===== config.mk =====
export PLATFORM = sky130hd
export DESIGN_NAME = gray_store_ctrl_flat
export DESIGN_NICKNAME = d
export VERILOG_FILES = /design/src/rtl/gray_store_pkg.sv /design/src/rtl/gray_store_ctrl_if.sv /design/src/rtl/gray_store_addr_gen.sv /design/src/rtl/gray_store_ctrl.sv /design/src/flat_wrapper.sv
export SDC_FILE = /design/constraint.sdc
export NUM_CORES = 1
export LEC_CHECK = 0
export BUFFER_PORTS_ARGS = -buffer_cell sky130_fd_sc_hd__clkbuf_2
export CAP_MARGIN = 20
export CORE_MARGIN = 4
export CORE_UTILIZATION = 35
export CTS_BUF_LIST = sky130_fd_sc_hd__clkbuf_4
export CTS_CLUSTER_SIZE = 20
export DETAILED_ROUTE_END_ITERATION = 10
export PLACE_DENSITY_LB_ADDON = 0.05
export SLEW_MARGIN = 40
export SYNTH_ARGS = -nofsm -noshare
export SYNTH_HDL_FRONTEND = slang
export SYNTH_HIERARCHICAL = 1
export SYNTH_SLANG_ARGS = --single-unit
export TNS_END_PERCENT = 10

===== constraint.sdc =====
create_clock -name clk -period 4.4 [get_ports clk]
set_input_delay 0.22 -clock clk [delete_from_list [all_inputs] [get_ports clk]]
set_output_delay 0.22 -clock clk [all_outputs]
set_load 0.02 [all_outputs]

===== src/rtl/gray_store_pkg.sv =====
// Shared types and constants for the grayscale store controller.
// Build with GRAY_PACKED_EN defined to store one byte per pixel instead of three.
package gray_store_pkg;

   typedef enum logic [1:0] {
      IDLE  = 2'd0,
      RUN   = 2'd1,
      WRITE = 2'd2,
      DONE  = 2'd3
   } state_e;

`ifdef GRAY_PACKED_EN
   localparam int BYTES_PER_PIXEL = 1;
`else
   localparam int BYTES_PER_PIXEL = 3;
`endif

   localparam int MEM_BYTES_DEF = 51200;
   localparam int ADDR_W_DEF    = 16;
   localparam int CNT_W_DEF     = 16;

   // Phase value of the final byte of a pixel; always 0 in the packed build.
   localparam logic [1:0] LAST_PHASE = 2'(BYTES_PER_PIXEL - 1);

endpackage


===== src/rtl/gray_store_ctrl_if.sv =====
// Pixel input handshake, frame control and byte-wide memory write port.
interface gray_store_ctrl_if
   import gray_store_pkg::*;
#(
   parameter int ADDR_W = ADDR_W_DEF,
   parameter int CNT_W  = CNT_W_DEF
);
   // A pixel transfers on a rising clk edge where in_valid and in_ready are both
   // high; in_data is ignored otherwise. The producer holds in_data stable while
   // in_valid is high and in_ready is low.
   logic              start;
   logic [CNT_W-1:0]  npix;
   logic              abort;
   logic              in_valid;
   logic [7:0]        in_data;
   logic              in_ready;
   logic              mem_we;
   logic [ADDR_W-1:0] mem_addr;
   logic [7:0]        mem_wdata;
   logic              busy;
   logic              done;
   logic              err;

   modport master (
      output start, npix, abort, in_valid, in_data,
      input  in_ready, mem_we, mem_addr, mem_wdata, busy, done, err
   );

   modport slave (
      input  start, npix, abort, in_valid, in_data,
      output in_ready, mem_we, mem_addr, mem_wdata, busy, done, err
   );

endinterface


===== src/rtl/gray_store_addr_gen.sv =====
// Byte address, byte-phase and pixel counters for one frame, plus last-pixel flags
// for the current and the following cycle.
module gray_store_addr_gen
   import gray_store_pkg::*;
#(
   parameter int ADDR_W = ADDR_W_DEF,
   parameter int CNT_W  = CNT_W_DEF
) (
   input  logic              clk,
   input  logic              rst_n,
   input  logic              clear_i,
   input  logic              advance_i,
   input  logic [CNT_W-1:0]  npix_i,
   output logic [ADDR_W-1:0] addr_o,
   output logic [1:0]        phase_o,
   output logic [1:0]        phase_nxt_o,
   output logic              last_o,
   output logic              last_nxt_o
);

   logic [ADDR_W-1:0] addr_q, addr_d;
   logic [1:0]        phase_q, phase_d;
   logic [CNT_W-1:0]  cnt_q, cnt_d;
   logic [CNT_W-1:0]  npix_q, npix_d;

   assign last_o = (cnt_q == npix_q - CNT_W'(1));

   always_comb begin
      addr_d  = addr_q;
      phase_d = phase_q;
      cnt_d   = cnt_q;
      npix_d  = npix_q;
      if (clear_i) begin
         addr_d  = '0;
         phase_d = '0;
         cnt_d   = '0;
         npix_d  = npix_i;
      end else if (advance_i) begin
         if (phase_q == LAST_PHASE) begin
            phase_d = '0;
            cnt_d   = cnt_q + CNT_W'(1);
            // Hold on the frame's final byte so the address stays inside the frame.
            if (!last_o) addr_d = addr_q + ADDR_W'(1);
         end else begin
            phase_d = phase_q + 2'd1;
            addr_d  = addr_q + ADDR_W'(1);
         end
      end
      last_nxt_o = (cnt_d == npix_d - CNT_W'(1));
   end

   always_ff @(posedge clk or negedge rst_n) begin
      if (!rst_n) begin
         addr_q  <= '0;
         phase_q <= '0;
         cnt_q   <= '0;
         npix_q  <= '0;
      end else begin
         addr_q  <= addr_d;
         phase_q <= phase_d;
         cnt_q   <= cnt_d;
         npix_q  <= npix_d;
      end
   end

   assign addr_o      = addr_q;
   assign phase_o     = phase_q;
   assign phase_nxt_o = phase_d;

endmodule


===== src/rtl/gray_store_ctrl.sv =====
// Frame write sequencer: accepts grayscale pixels and writes each one as
// BYTES_PER_PIXEL identical bytes to consecutive addresses (GRAY_PACKED_EN: one byte).
module gray_store_ctrl
   import gray_store_pkg::*;
#(
   parameter int MEM_BYTES = MEM_BYTES_DEF,
   parameter int ADDR_W    = ADDR_W_DEF,
   parameter int CNT_W     = CNT_W_DEF
) (
   input  logic             clk,
   input  logic             rst,
   gray_store_ctrl_if.slave bus,
   output state_e           state_o
);

   localparam int NEED_W = CNT_W + 2;

   state_e            state_q, state_d;
   logic [7:0]        pix_q, pix_d;
   logic              in_ready_q, in_ready_d;
   logic              mem_we_q, mem_we_d;
   logic              busy_q, busy_d;
   logic              done_q, done_d;
   logic              err_q, err_d;
   logic              clear, advance, hs, start_ok;
   logic [NEED_W-1:0] need_bytes;
   logic [ADDR_W-1:0] addr;
   logic [1:0]        phase, phase_nxt;
   logic              last, last_nxt;

   assign need_bytes = NEED_W'(bus.npix) * NEED_W'(BYTES_PER_PIXEL);
   assign start_ok   = (bus.npix != '0) && (need_bytes <= NEED_W'(MEM_BYTES));
   assign hs         = bus.in_valid && in_ready_q;

   gray_store_addr_gen #(
      .ADDR_W (ADDR_W),
      .CNT_W  (CNT_W)
   ) u_addr_gen (
      .clk         (clk),
      .rst_n       (rst),
      .clear_i     (clear),
      .advance_i   (advance),
      .npix_i      (bus.npix),
      .addr_o      (addr),
      .phase_o     (phase),
      .phase_nxt_o (phase_nxt),
      .last_o      (last),
      .last_nxt_o  (last_nxt)
   );

   always_comb begin
      state_d = state_q;
      pix_d   = pix_q;
      clear   = 1'b0;
      advance = 1'b0;
      err_d   = 1'b0;
      case (state_q)
         IDLE: begin
            if (bus.start) begin
               if (start_ok) begin
                  clear   = 1'b1;
                  state_d = RUN;
               end else begin
                  err_d = 1'b1;
               end
            end
         end
         RUN: begin
            if (bus.abort) begin
               state_d = IDLE;
            end else if (hs) begin
               pix_d   = bus.in_data;
               state_d = WRITE;
            end
         end
         WRITE: begin
            // The byte on the bus this cycle is always committed, even on abort.
            advance = 1'b1;
            if (bus.abort) begin
               state_d = IDLE;
            end else if (phase == LAST_PHASE) begin
               if (last) begin
                  state_d = DONE;
               end else if (hs) begin
                  pix_d   = bus.in_data;
                  state_d = WRITE;
               end else begin
                  state_d = RUN;
               end
            end
         end
         DONE:    state_d = IDLE;
         default: state_d = IDLE;
      endcase

      // Outputs are decoded from next-cycle state so they leave the chip from flops.
      busy_d     = (state_d != IDLE);
      done_d     = (state_d == DONE);
      mem_we_d   = (state_d == WRITE);
      in_ready_d = (state_d == RUN) ||
                   ((state_d == WRITE) && (phase_nxt == LAST_PHASE) && !last_nxt);
   end

   always_ff @(posedge clk or negedge rst) begin
      if (!rst) begin
         state_q    <= IDLE;
         pix_q      <= '0;
         in_ready_q <= 1'b0;
         mem_we_q   <= 1'b0;
         busy_q     <= 1'b0;
         done_q     <= 1'b0;
         err_q      <= 1'b0;
      end else begin
         state_q    <= state_d;
         pix_q      <= pix_d;
         in_ready_q <= in_ready_d;
         mem_we_q   <= mem_we_d;
         busy_q     <= busy_d;
         done_q     <= done_d;
         err_q      <= err_d;
      end
   end

   assign bus.in_ready  = in_ready_q;
   assign bus.mem_we    = mem_we_q;
   assign bus.mem_addr  = addr;
   assign bus.mem_wdata = pix_q;
   assign bus.busy      = busy_q;
   assign bus.done      = done_q;
   assign bus.err       = err_q;
   assign state_o       = state_q;

endmodule


===== src/flat_wrapper.sv =====
// flat-port wrapper written by rule: the top's interface ports become plain ports
module gray_store_ctrl_flat import gray_store_pkg::*;
#(
   parameter int MEM_BYTES = MEM_BYTES_DEF,
   parameter int ADDR_W    = ADDR_W_DEF,
   parameter int CNT_W     = CNT_W_DEF
)
  (clk, rst, state_o, bus_start, bus_npix, bus_abort, bus_in_valid, bus_in_data, bus_in_ready, bus_mem_we, bus_mem_addr, bus_mem_wdata, bus_busy, bus_done, bus_err);
  gray_store_ctrl_if #(.ADDR_W(ADDR_W), .CNT_W(CNT_W)) bus_i ();
  input  logic clk;
  input  logic rst;
  output state_e state_o;
  input wire logic [$bits(bus_i.start)-1:0] bus_start;
  input wire logic [$bits(bus_i.npix)-1:0] bus_npix;
  input wire logic [$bits(bus_i.abort)-1:0] bus_abort;
  input wire logic [$bits(bus_i.in_valid)-1:0] bus_in_valid;
  input wire logic [$bits(bus_i.in_data)-1:0] bus_in_data;
  output wire logic [$bits(bus_i.in_ready)-1:0] bus_in_ready;
  output wire logic [$bits(bus_i.mem_we)-1:0] bus_mem_we;
  output wire logic [$bits(bus_i.mem_addr)-1:0] bus_mem_addr;
  output wire logic [$bits(bus_i.mem_wdata)-1:0] bus_mem_wdata;
  output wire logic [$bits(bus_i.busy)-1:0] bus_busy;
  output wire logic [$bits(bus_i.done)-1:0] bus_done;
  output wire logic [$bits(bus_i.err)-1:0] bus_err;
  assign bus_i.start = bus_start;
  assign bus_i.npix = bus_npix;
  assign bus_i.abort = bus_abort;
  assign bus_i.in_valid = bus_in_valid;
  assign bus_i.in_data = bus_in_data;
  assign bus_in_ready = bus_i.in_ready;
  assign bus_mem_we = bus_i.mem_we;
  assign bus_mem_addr = bus_i.mem_addr;
  assign bus_mem_wdata = bus_i.mem_wdata;
  assign bus_busy = bus_i.busy;
  assign bus_done = bus_i.done;
  assign bus_err = bus_i.err;
  gray_store_ctrl #(.MEM_BYTES(MEM_BYTES), .ADDR_W(ADDR_W), .CNT_W(CNT_W)) u_core (.clk(clk), .rst(rst), .bus(bus_i), .state_o(state_o));
endmodule

Word-level counts from Yosys, hierarchy flattened
Cells that the tools add are included.
Storage, ports and cells
  bits in registers: 65
  input port bits: 29
  output and inout port bits: 31
  logic and storage cells: 79
Operators by class
  add/sub/neg operators: 5
  multiply operators: 1
  order comparisons: 1
  eq/ne operators: 15
  mux-type cells: 33
  reduce and logical (&&, ||, !) cells: 13
Operators by type and width (count)
  $mux W16: 8
  $mux W8: 5
  $add A16 B1 Y16 const B: 2
  $eq A16 B16 Y1: 2
  $sub A16 B1 Y16 const B: 2
  $mux W2: 11
  $le A18 B16 Y1 const B: 1
  $mul A16 B2 Y18 const B: 1
  $pmux W8 S2: 1
  $reduce_bool A16 Y1: 1
  $eq A2 B2 Y1 const B: 6
  $pmux W2 S4: 1
  $mux W1: 7
  $ne A2 B2 Y1 const B: 3
  $reduce_bool A2 Y1: 3
  $reduce_and A5 Y1: 1
  $eq A2 B1 Y1 const B: 2
  $logic_and A1 B1 Y1: 4
  $ne A3 B2 Y1 const B: 1
  $add A2 B1 Y2 const B: 1
  $logic_not A2 Y1: 1
  $ne A2 B1 Y1 const B: 1
  $reduce_and A2 Y1: 1
  $logic_not A1 Y1: 1
  $logic_or A1 B1 Y1: 1

Logic depth before layout (Yosys ltp)
Gate-level depths: netlist of run 1.
  depth in word-level cells: 12
  gate-level depth with buffers: 30
  gate-level depth less buffers: 23

Hierarchy
Netlist of run 1, hierarchy kept.
Modules (own cells, without submodules)
  gray_store_addr_gen: times used 1, cells an instance 396, area an instance 3599.7 µm², sequential area each 1251.2 µm²
  gray_store_ctrl: times used 1, cells an instance 193, area an instance 1625.3 µm², sequential area each 375.4 µm²

Worst setup path after synthesis of run 1
No wires, ideal clock.
  kind: input to register
  start: input bus_npix[2]
  end: register u_core.in_ready_q (netlist: u_core/bus.in_ready)
  setup time: 145 ps
  arrival time: 5898 ps
  path slack: -1642 ps
  cell stages on the path: 28
  path buffers: 6
  path through: inv_1 > ha_1 > nor2b_4 > o31a_1 > or4b_4 > a221oi_2 > o2111ai_1 > a2111oi_2 > o211ai_1 > inv_1 > buf_2 > buf_2 > buf_2 > buf_2 > buf_2 > buf_4 > o21a_1 > ha_1 > o21ai_0 > o21bai_1 > nor4_1 > xnor2_1 > xnor2_1 > or4_1 > a2111oi_2 > nor2_1 > nand4_1 > o211ai_1
On the way
  cells in the longest elaborated chain, start to end: 12
  elaborated cells on any way between the ends: 22
  classes of those cells: 1 x add/sub; 1 x mul; 1 x order compare; 4 x eq/ne; 9 x mux; 6 x reduce/logical
Ends and longest elaborated chain
  start: declaration: line flat_wrapper.sv:14  | input wire logic [$bits(bus_i.npix)-1:0] bus_npix;
  $mul A16 B2 Y18: line gray_store_ctrl.sv:31  | assign need_bytes = NEED_W'(bus.npix) * NEED_W'(BYTES_PER_PIXEL);
  $le A18 B16 Y1: line gray_store_ctrl.sv:32  | assign start_ok = (bus.npix != '0) && (need_bytes <= NEED_W'(MEM_BYTES));
  $logic_and A1 B1 Y1 *: line gray_store_ctrl.sv:32
  $mux W1 *: line gray_store_ctrl.sv:60  | if (start_ok) begin
  $mux W1 *: line gray_store_ctrl.sv:59  | if (bus.start) begin
  $mux W1 *: line gray_store_ctrl.sv:57  | case (state_q)
  via u_core.clear: line gray_store_ctrl.sv:25  | logic clear, advance, hs, start_ok;
  $mux W16: line gray_store_addr_gen.sv:33  | if (clear_i) begin
  $sub A16 B1 Y16: line gray_store_addr_gen.sv:49  | last_nxt_o = (cnt_d == npix_d - CNT_W'(1));
  $eq A16 B16 Y1 *: line gray_store_addr_gen.sv:49
  via u_core.last_nxt: line gray_store_ctrl.sv:29  | logic last, last_nxt;
  $logic_not A1 Y1 *: line gray_store_ctrl.sv:101  | ((state_d == WRITE) && (phase_nxt == LAST_PHASE) && !last_nxt);
  $logic_and A1 B1 Y1 *: line gray_store_ctrl.sv:101
  $logic_or A1 B1 Y1 *: line gray_store_ctrl.sv:100  | in_ready_d = (state_d == RUN) ||
  via u_core.in_ready_d: line gray_store_ctrl.sv:20  | logic in_ready_q, in_ready_d;
  end signal: assignment: line gray_store_ctrl.sv:116  | in_ready_q <= in_ready_d;
  end: declaration: line gray_store_ctrl.sv:20
Mark *: on every way through the listed nets, which the timed path passes. The rest lies on a longest branch.
A chain may end at the register's enable or synchronous reset.

Final worst setup path of run 1
Same ends and word-level chain as after synthesis.

==> metrics.txt, run 1 <==
status complete, but fails checks; violations in the final reports setup timing; First DRT Iteration DRCs 232; Hold WC Path Type input port to flip-flop; endpoints failing hold 0; Layout area overhead 30.2%; First-pass DRT Iterations 4; CP max-delay cell or4b_4; Nets 795; ANT nets after route 0; Tcrit/Tclk final 1.09; Die W 130 um; post-detail-place hpwl 11,800 um; overall die height 130 um; worst slack at placement -1.45 ns; clk_lat worst skew 0.45 ns; critical path class input port to flip-flop; Post-synth top cells 65 x dfrtp_1, 51 x nor2_1, 41 x inv_1, 41 x nand2_1, 40 x xnor2_1; power per cell area 407 mW/mm2; vias in the first global route 4,744; Starting Density 0.358; nature of the critical path endpoint flip-flop; number of synthesized register bits 65; Slew HR 0.543; YS warnings 6; Cell Area, Placed 0.00629 mm2; worst setup margin -0.413 ns; most frequent cell after synthesis dfrtp_1; FMAX 208 MHz; Synth area leaders dfrtp_1 31%, xnor2_1 6.7%, ha_1 6.5%; drt wl/cell 16.4 um; worst path buffer plus inverter count 4; crit-path leading delay family simple AND/OR/NAND/NOR gates; CP max stage delay 0.55 ns; crit-path cells clkbuf_8 -> clkinvlp_4 -> ha_4 -> nor2b_4 -> o31a_1 -> or4b_4 -> a221oi_4 -> o2111ai_2 -> a2111oi_4 -> o211ai_1 -> inv_2 -> or4b_4 -> o32ai_2 -> or3b_4 -> buf_6 -> nor2_4 -> xnor2_2 -> xnor2_1 -> or4_4 -> a2111oi_4 -> nor2_1 -> nand4_1 -> o211ai_1; total clock sinks 65; post-layout instance area 0.00680 mm2; CP max FO 3; CTS tree done; Overflow after GRT 0; IO Count 60; Yosys top cell area share 0.311; Async SR Flop Fraction 1.00; Synth cell types 78; fin. max-slew vios 0; register area share after synthesis 0.311; Worst VDD drop 0.000131 V; syn_area_per_cell 8.87 um2; Remaining DRCs 0; global-route wire length before repair 24,500 um; largest area contributor in the netlist dfrtp_1; setup TNS -0.413 ns; Total Power 0.00277 W; crit start category input port; WP data arrival 5.13 ns; Cell Area, Synth 0.00523 mm2; H-tree levels 3; total track usage 0.186; Final setup violation count 1; Synth Instances 589; clock skew 0.0210 ns; worst slew pin tran 0.686 ns; cell at the root of the clock tree clkbuf_4; Port Buffers 59; dominant synthesized flop cell dfrtp_1; max capacitance violation total 0; vias 4,813; crit path time final 4.81 ns; Layout fillers 1,411; LEAKAGE 3.07 nW; EDFF count, synth 0; Vias/cell 5.19; share of cells above drive strength 1 0.315; Mapped Nets 646; CTS buffer count 9; gpl congestion 0.872; fin util 0.466; die area 0.0169 mm2; Longest Clk Path Bufs 2; largest net degree at the start of global routing 40; Core ar. 0.0146 mm2; RSZ-0062 raised after global routing yes; antenna violations before repair 1; Post-Route WL 15,200 um; row count 44; WP data required 4.71 ns; Clk pin slew, worst setup/hold paths 0.10 ns
-- path summary, 6_finish.rpt --
kind                                                startpoint                                endpoint  slack [ns]  cells past startpoint
max                                                bus_npix[2]           u_core/bus.in_ready$_DFF_PN0_       -0.41                     23
min                                               bus_in_valid             u_core/state_o[1]$_DFF_PN0_        0.14                      3
max reg2reg                        u_core/state_o[1]$_DFF_PN0_           u_core/bus.in_ready$_DFF_PN0_        0.60                     15
min reg2reg                u_core/bus.mem_wdata[3]$_DFFE_PN0P_     u_core/bus.mem_wdata[3]$_DFFE_PN0P_        0.52                      1
max in group asynchronous                                  rst     u_core/bus.mem_wdata[1]$_DFFE_PN0P_        3.08                      3
min in group asynchronous                                  rst  u_core/u_addr_gen/phase_o[1]$_DFF_PN0_        0.34                      2
-- registers in the layout, summed over array words and instances, names as in the netlist --
| signal | flops |
|---|---|
| u_core/u_addr_gen/npix_q | 16 |
| u_core/u_addr_gen/phase_o | 2 |
| u_core/bus.in_ready | 1 |
| u_core/bus.done | 1 |
| u_core/state_o | 2 |
| u_core/u_addr_gen/addr_o | 16 |
| u_core/bus.mem_wdata | 8 |
| u_core/bus.busy | 1 |
| u_core/bus.mem_we | 1 |
| u_core/u_addr_gen/cnt_q | 16 |
| u_core/bus.err | 1 |
-- stage by stage --
stage                     instances  hold slack [ns]
after floorplan                 589          -0.0756
after global placement          895            0.320
after detailed placement        895            0.313
after CTS                       927           0.0800
after global routing            928            0.139
final                           928            0.138
-- cells in the final DEF (no fill, tap or decap), types with 10 or more instances in the layout --
master and n:
nand3_1 16, dlygate4sd3_1 10, ha_1 25, buf_4 86, mux2_2 18, xor2_1 21
nand2_1 41, clkbuf_2 57, nand4_1 16, inv_1 39, a21oi_1 27, o21ai_0 24
nor2_1 49, dfrtp_1 65, clkbuf_4 10, xnor2_1 39, nor3_1 19
-- worst min-delay path: cells and delay by family --
| kind | cells | cell delay [ns] |
|---|---|---|
| AO/OA/AOI/OAI | 1 | 0.14 |
| buffers and inverters | 1 | 0.09 |
| AND/OR/NAND/NOR | 1 | 0.07 |
-- cell families after synthesis --
group / synth area share
AND/OR/NAND/NOR: 0.249
AO/OA/AOI/OAI: 0.140
buffers and inverters: 0.0539
multiplexers: 0.0594
flip-flops: 0.311
XOR/XNOR: 0.118
adder cells (fa/ha/maj): 0.0685
-- routing by layer --
layer / track usage / share of wire / vias to the layer above
li1: - / - / 2414
met1: 0.252 / 0.45 / 2286
met2: 0.302 / 0.49 / 88
met3: 0.0266 / 0.032 / 25
met4: 0.0654 / 0.022 / 0
met5: 0 / 0 / -
-- power breakdown --
part | leakage, nW | internal (W) | total [W] | switching, W
clock | 0.0972 | 0.000297 | 0.000540 | 0.000244
sequential | 0.866 | 0.000715 | 0.000905 | 0.000190
combinational | 2.10 | 0.000637 | 0.00133 | 0.000688
total | 3.07 | 0.00165 | 0.00277 | 0.00112
-- layout make-up --
cell class	count	area (um2)	share of cell area
multi-input cells	462	3470	0.510
inverters	42	166	0.0245
clock buffers	10	75.1	0.0110
well taps	184	230	0.0338
flip-flops and latches	65	1630	0.239
clock inverters	6	115	0.0169
repair buffers	158	1110	0.164
diodes	1	2.50	0.000368
-- what timing repair did --
item                                    in CTS  in global routing
pin swaps                                   17                  7
endpoints found under the setup margin       1                  1
resized for setup                           18                  9
gates cloned                                 1                  0
endpoints found under the hold margin       35                  0
setup buffers                                5                  0
hold buffers                                10                  0
No activity file was read; power rests on OpenSTA's default activity.
==> run 2, diff against run 1 <==
REMOVE_ABC_BUFFERS = 1   (was default)
==> run 2 against run 1 <==
The flow still finishes with violations (setup timing). Sequential cell count unchanged. Fmax up 1.4%. Critical path type unchanged. Hold slack worse by 0.0022 ns. Highest routed layer unchanged. Global-route usage down 0.25 points.
==> metrics.txt, run 2 (synthesis gave the netlist of run 1 again) <==
status complete, but fails checks; violations in the final reports setup timing; vias in the first global route 4,892 (+3.1%); row count 44 (unchanged); Tcrit/Tclk final 1.08 (-0.0147); worst slew pin tran 0.647 ns (-0.0392 ns); crit-path cells clkbuf_2 -> inv_1 -> ha_1 -> nor2b_4 -> o31a_1 -> or4b_4 -> a221oi_2 -> o2111ai_2 -> a2111oi_4 -> o211ai_1 -> inv_2 -> buf_8 -> nand2_1 -> o21a_1 -> ha_2 -> buf_4 -> xnor3_1 -> nand3_1 -> or3_4 -> or4_4 -> a2111oi_4 -> nor2_1 -> nand4_1 -> o211ai_1; Cell Area, Placed 0.00630 mm2 (about the same); First-pass DRT Iterations 4 (unchanged); crit-path leading delay family simple AND/OR/NAND/NOR gates; WP data required 4.72 ns (about the same); Layout area overhead 28.4%; drt wl/cell 15.9 um (-3.1%); LEAKAGE 3.04 nW (-0.96%); fin. max-slew vios 0 (unchanged); total clock sinks 65 (unchanged); post-detail-place hpwl 11,900 um (+0.63%); Hold WC Path Type input port to flip-flop; Final setup violation count 1 (unchanged); endpoints failing hold 0 (unchanged); clock skew 0.0179 ns (-0.00312 ns); CTS buffer count 9 (unchanged); CP max FO 9 (+6); area of the multi-input gates 0.00345 mm2 (-0.72%); global-route wire length before repair 24,200 um (-1.0%); largest net degree at the start of global routing 51 (+28%); Clk pin slew, worst setup/hold paths 0.11 ns (about the same); Post-Route WL 14,800 um (-2.7%); cell at the root of the clock tree clkbuf_4; FF-to-FF setup slack 0.66 ns (+0.06 ns); RSZ-0062 raised after global routing yes; share of cells above drive strength 1 0.308 (-0.00704); Nets 799 (+0.50%); antenna violations before repair 1 (unchanged); Port Buffers 59 (unchanged); Worst VDD drop 0.000167 V (+28%); IO Count 60 (unchanged); Hold Crit Depth 3 (unchanged); Starting Density 0.358 (unchanged); Overflow after GRT 0 (unchanged); WP data arrival 5.07 ns (-0.06 ns); overall die height 130 um (unchanged); sequential cell area 0.00163 mm2 (unchanged); fin util 0.460 (-0.00617); H-tree levels 3 (unchanged); Slew HR 0.569 (+0.0261); crit path time final 4.75 ns (-0.0645 ns); worst hold endpoint u_core/state_o[1]$_DFF_PN0_; critical path class input port to flip-flop; max capacitance violation total 0 (unchanged); Vias/cell 5.16 (-0.57%); Longest Clk Path Bufs 2 (unchanged); total track usage 0.183 (-0.00246); gpl congestion 0.881 (+1.1%); CTS tree done; CP max-delay cell or4b_4; clk_lat worst skew 0.44 ns (about the same); First DRT Iteration DRCs 198 (-15%); worst setup margin -0.348 ns (+0.0645 ns); leading cell type in the layout, fill and taps excluded buf_4; FMAX 211 MHz (+1.4%); crit start category input port; RR Endpoint u_core/bus.in_ready$_DFF_PN0_; nature of the critical path endpoint flip-flop; ANT nets after route 0 (unchanged); Core ar. 0.0146 mm2 (unchanged); power per cell area 391 mW/mm2 (-4.1%); min-delay src bus_in_valid; worst path buffer plus inverter count 5 (+1); worst reg2reg path depth 16 (+1); setup TNS -0.348 ns (+0.0645 ns); most frequent cells in the layout 91 x buf_4, 65 x dfrtp_1, 58 x clkbuf_2; die area 0.0169 mm2 (unchanged); Die W 130 um (unchanged); vias 4,806 (-0.15%); post-layout instance area 0.00671 mm2 (-1.3%); Remaining DRCs 0 (unchanged); CP max stage delay 0.54 ns (about the same); launching point of the worst reg2reg path u_core/state_o[1]$_DFF_PN0_; Layout fillers 1,430 (+1.3%)
==> run 2: cell count changes in the layout (fill, tap and decap cells not counted), moves of 2 or more <==
| cell | change |
|---|---|
| buf_4 | +5 |
| clkinv_2 | +3 |
| bufinv_16 | -2 |
| mux2i_2 | -2 |
==> run 2: final cells by class <==
cell class | instances | area share
antenna | 1 | 0.000373
clock buffer | 9 | 0.0101
clock inverter | 7 | 0.0104
inverter | 42 | 0.0242
multi-input combinational | 462 | 0.514
sequential | 65 | 0.242
tap | 184 | 0.0343
timing repair buffer | 162 | 0.165
==> run 2: through the flow <==
stage          setup slack [ns]  instances  power, W  hold WS [ns]
6_report                 -0.348        932   0.00262         0.136
5_1_grt                  -0.556        932   0.00282         0.116
4_1_cts                  -0.357        931   0.00263        0.0923
3_5_place_dp              -1.22        901   0.00214         0.177
3_3_place_gp              -1.08        901   0.00212         0.181
2_1_floorplan             -2.05        569   0.00168       -0.0756
==> run 2: how the worst max path moves through the flow <==
stage                      startpoint  cells after the start                             to
final                     bus_npix[2]                     24  u_core/bus.in_ready$_DFF_PN0_
after global routing      bus_npix[2]                     22  u_core/bus.in_ready$_DFF_PN0_
after CTS                 bus_npix[2]                     24  u_core/bus.in_ready$_DFF_PN0_
after detailed placement  bus_npix[2]                     22  u_core/bus.in_ready$_DFF_PN0_
after global placement    bus_npix[2]                     22  u_core/bus.in_ready$_DFF_PN0_
after floorplan           bus_npix[2]                     21  u_core/bus.in_ready$_DFF_PN0_
==> run 2: timing repair <==
| action | CTS | global route |
|---|---|---|
| setup endpoints to repair | 1 | 1 |
| endpoints found under the hold margin | 24 | 0 |
| gates resized for setup | 18 | 8 |
| buffers inserted | 4 | 0 |
| hold buffers | 10 | 0 |
| pin swaps | 6 | 6 |
==> run 2: where the power goes <==
part           switching [W]  internal (W)
logic               0.000680      0.000626
clock network       0.000240      0.000173
registers           0.000190      0.000715
==> run 2: worst register-to-register path: stages (launching register included) <==
cell       delay, ns
dfrtp_1         0.42
nor3b_1         0.45
o211ai_1        0.22
inv_2           0.11
buf_8           0.13
nand2_1         0.05
o21a_1          0.11
ha_2            0.18
buf_4           0.12
xnor3_1         0.34
nand3_1         0.08
or3_4           0.40
or4_4           0.44
a2111oi_4       0.32
nor2_1          0.07
nand4_1         0.09
o211ai_1        0.09
==> run 2: layer usage <==
| layer | part of all wire | GRT usage | wire, um |
|---|---|---|---|
| met1 | 0.46 | 0.235 | 6760 |
| met2 | 0.48 | 0.301 | 7070 |
| met3 | 0.024 | 0.0307 | 357 |
| met4 | 0.040 | 0.0862 | 595 |
| met5 | 0 | 0 | 0 |
==> run 3, diff against run 2 <==
SETUP_SLACK_MARGIN = 0.2   (was default)
clock period = 4.72 ns   (was 4.4 ns; I/O delays follow)
==> run 3 against run 2 <==
The flow still finishes with violations (setup timing). Total power fell by 5.4%. Die area did not move. Sequential cell count did not move. Cell count fell by 0.43%. First-iteration DRC count rose by 19%. Core utilization rose by 0.051 points. Wire length rose by 0.41%. Combinational power fell by 8%.
==> metrics.txt, run 3 (synthesis gave the netlist of run 1 again) <==
First-pass DRT Iterations 4 (unchanged); setup TNS -0.100 ns (+0.248 ns); Slew HR 0.561 (-0.00804); worst reg2reg path depth 16 (unchanged); ANT nets after route 0 (unchanged); critical path class input port to flip-flop; total track usage 0.181 (-0.00166); CP Launch Point bus_npix[2]; Hold WC Path Type input port to flip-flop; Final setup violation count 1 (unchanged); die area 0.0169 mm2 (unchanged); launching point of the worst reg2reg path u_core/state_o[0]$_DFF_PN0_; vias in the first global route 4,974 (+1.7%); LEAKAGE 3.03 nW (-0.23%); nature of the critical path endpoint flip-flop; clock skew 0.0196 ns (+0.00179 ns); gpl congestion 0.884 (+0.26%); crit start category input port; worst slew pin tran 0.653 ns (+0.00604 ns); Worst VDD drop 0.000124 V (-26%); status complete, but fails checks; endpoints failing hold 0 (unchanged); post-detail-place hpwl 11,600 um (-2.1%); FMAX 207 MHz; CTS buffer count 9 (unchanged); Overflow after GRT 0 (unchanged); H-tree levels 3 (unchanged); Starting Density 0.358 (unchanged); Nets 795 (-0.50%); CP endpoint u_core/bus.in_ready$_DFF_PN0_; Longest Clk Path Bufs 2 (unchanged); share of cells above drive strength 1 0.312 (+0.00435); Post-Route WL 14,800 um (+0.41%); most frequent cells in the layout 89 x buf_4, 65 x dfrtp_1, 58 x clkbuf_2; WP data required 5.03 ns (+0.31 ns); global-route wire length before repair 24,400 um (+0.59%); CTS tree done; fin. max-slew vios 0 (unchanged); RSZ-0062 raised after global routing yes; fin util 0.461 (+0.000515); Clk pin slew, worst setup/hold paths 0.12 ns (about the same); P_int 0.00145 W (-4.0%); clk_lat worst skew 0.43 ns (about the same); cell at the root of the clock tree clkbuf_4; IO Count 60 (unchanged); Remaining DRCs 0 (unchanged); Cell Area, Placed 0.00626 mm2 (-0.60%); vias 4,897 (+1.9%); max capacitance violation total 0 (unchanged); leading cell type in the layout, fill and taps excluded buf_4; P_sw 0.00103 W (-7.3%); First DRT Iteration DRCs 236 (+19%); RR Endpoint u_core/bus.in_ready$_DFF_PN0_; Vias/cell 5.28 (+2.3%); antenna violations before repair 0 (-1); total clock sinks 65 (unchanged); combinational power share 0.486 (-0.012); row count 44 (unchanged); FF-to-FF setup slack 0.97 ns (+0.31 ns); crit path time final 4.82 ns; worst setup margin -0.100 ns (+0.248 ns); overall die height 130 um (unchanged); WP data arrival 5.13 ns (+0.06 ns); Tcrit/Tclk final 1.02; power per cell area 369 mW/mm2 (-5.5%); CP max FO 9 (unchanged); Die W 130 um (unchanged); Sw Ratio 0.415 (-0.00852); Layout area overhead 28.6%; largest net degree at the start of global routing 51 (unchanged); post-layout instance area 0.00672 mm2 (+0.11%); violations in the final reports setup timing; Layout fillers 1,407 (-1.6%); Port Buffers 59 (unchanged); clock network power share 0.175 (+0.018); sequential power share 0.339 (-0.006); drt wl/cell 16.0 um (+0.85%); Final Instance Count excl. Fillers 928 (-0.43%); dpl cells 896 (-0.55%); Core ar. 0.0146 mm2 (unchanged)
[run 3: cell count changes in the layout (fill, tap and decap cells not counted), moves of 2 or more]
| cell | previous run | this run |
|---|---|---|
| buf_4 | 91 | 89 |
| nor3b_1 | 9 | 7 |
| dlygate4sd3_1 | 10 | 8 |
| clkinv_2 | 3 | 1 |
| nor3b_2 | 0 | 2 |
[run 3: final cells by class]
cell class | count | area (um2) | area share
well taps | 184 | 230 | 0.0343
inverters | 42 | 163 | 0.0242
multi-input cells | 462 | 3470 | 0.516
clock buffers | 9 | 67.6 | 0.0101
flip-flops and latches | 65 | 1630 | 0.242
diodes | 1 | 2.50 | 0.000372
clock inverters | 7 | 93.8 | 0.0140
repair buffers | 158 | 1070 | 0.159
[run 3: worst min-delay path by stage]
| stage | start | endpoint | slack (ns) | depth (start not counted) |
|---|---|---|---|---|
| floorplan | rst | u_core/bus.busy$_DFF_PN0_ | -0.06 | 0 |
| global placement | rst | u_core/u_addr_gen/cnt_q[3]$_DFF_PN0_ | 0.20 | 1 |
| detailed placement | rst | u_core/u_addr_gen/cnt_q[3]$_DFF_PN0_ | 0.19 | 1 |
| CTS | bus_in_data[3] | u_core/bus.mem_wdata[3]$_DFFE_PN0P_ | 0.0007 | 2 |
| global route | bus_in_data[3] | u_core/bus.mem_wdata[3]$_DFFE_PN0P_ | 0.003 | 2 |
| finish | bus_in_data[3] | u_core/bus.mem_wdata[3]$_DFFE_PN0P_ | 0.04 | 2 |
[run 3: stage by stage]
stage                     hold slack, ns  power, W  worst slack [ns]
final                             0.0427   0.00248            -0.100
after global routing             0.00305   0.00267            -0.336
after CTS                       0.000706   0.00247            -0.142
after detailed placement           0.190   0.00198            -0.899
after global placement             0.200   0.00196            -0.775
after floorplan                  -0.0596   0.00156             -1.75
[run 3: routing by layer]
layer	part of all wire	global-route usage
met2	0.50	0.311
met5	0	0
met3	0.032	0.0291
met4	0.028	0.0715
met1	0.44	0.229
[run 3: timing repair]
item,CTS,global route
pin swaps,4,6
endpoints found under the hold margin,22,0
cloned,0,0
setup buffers,6,1
endpoints found under the setup margin,1,1
hold buffers,8,0
resized for setup,14,15
[run 3: worst max-delay path: stages]
cell and delay [ns]:
clkbuf_2 0.10, inv_2 0.08, buf_4 0.11, fa_2 0.23, nor2b_4 0.05, o31a_1 0.25, or4b_4 0.54, a221oi_2 0.27
o2111ai_2 0.18, a2111oi_4 0.33, o211ai_1 0.16, inv_2 0.11, buf_8 0.12, nand2_1 0.07, o21a_1 0.13, ha_1 0.19
buf_4 0.13, xnor3_1 0.34, nand3_1 0.08, or3_4 0.40, or4_4 0.44, a2111oi_4 0.32, nor2_1 0.07, nand4_1 0.09
o211ai_1 0.09
[run 3: power groups by stage]
stage | combinational (W) | sequential, W | clock, W
5_1_grt | 0.00132 | 0.000869 | 0.000476
3_5_place_dp | 0.00113 | 0.000851 | 0
3_3_place_gp | 0.00112 | 0.000848 | 0
6_report | 0.00121 | 0.000841 | 0.000435
4_1_cts | 0.00117 | 0.000840 | 0.000455
2_1_floorplan | 0.000720 | 0.000843 | 0
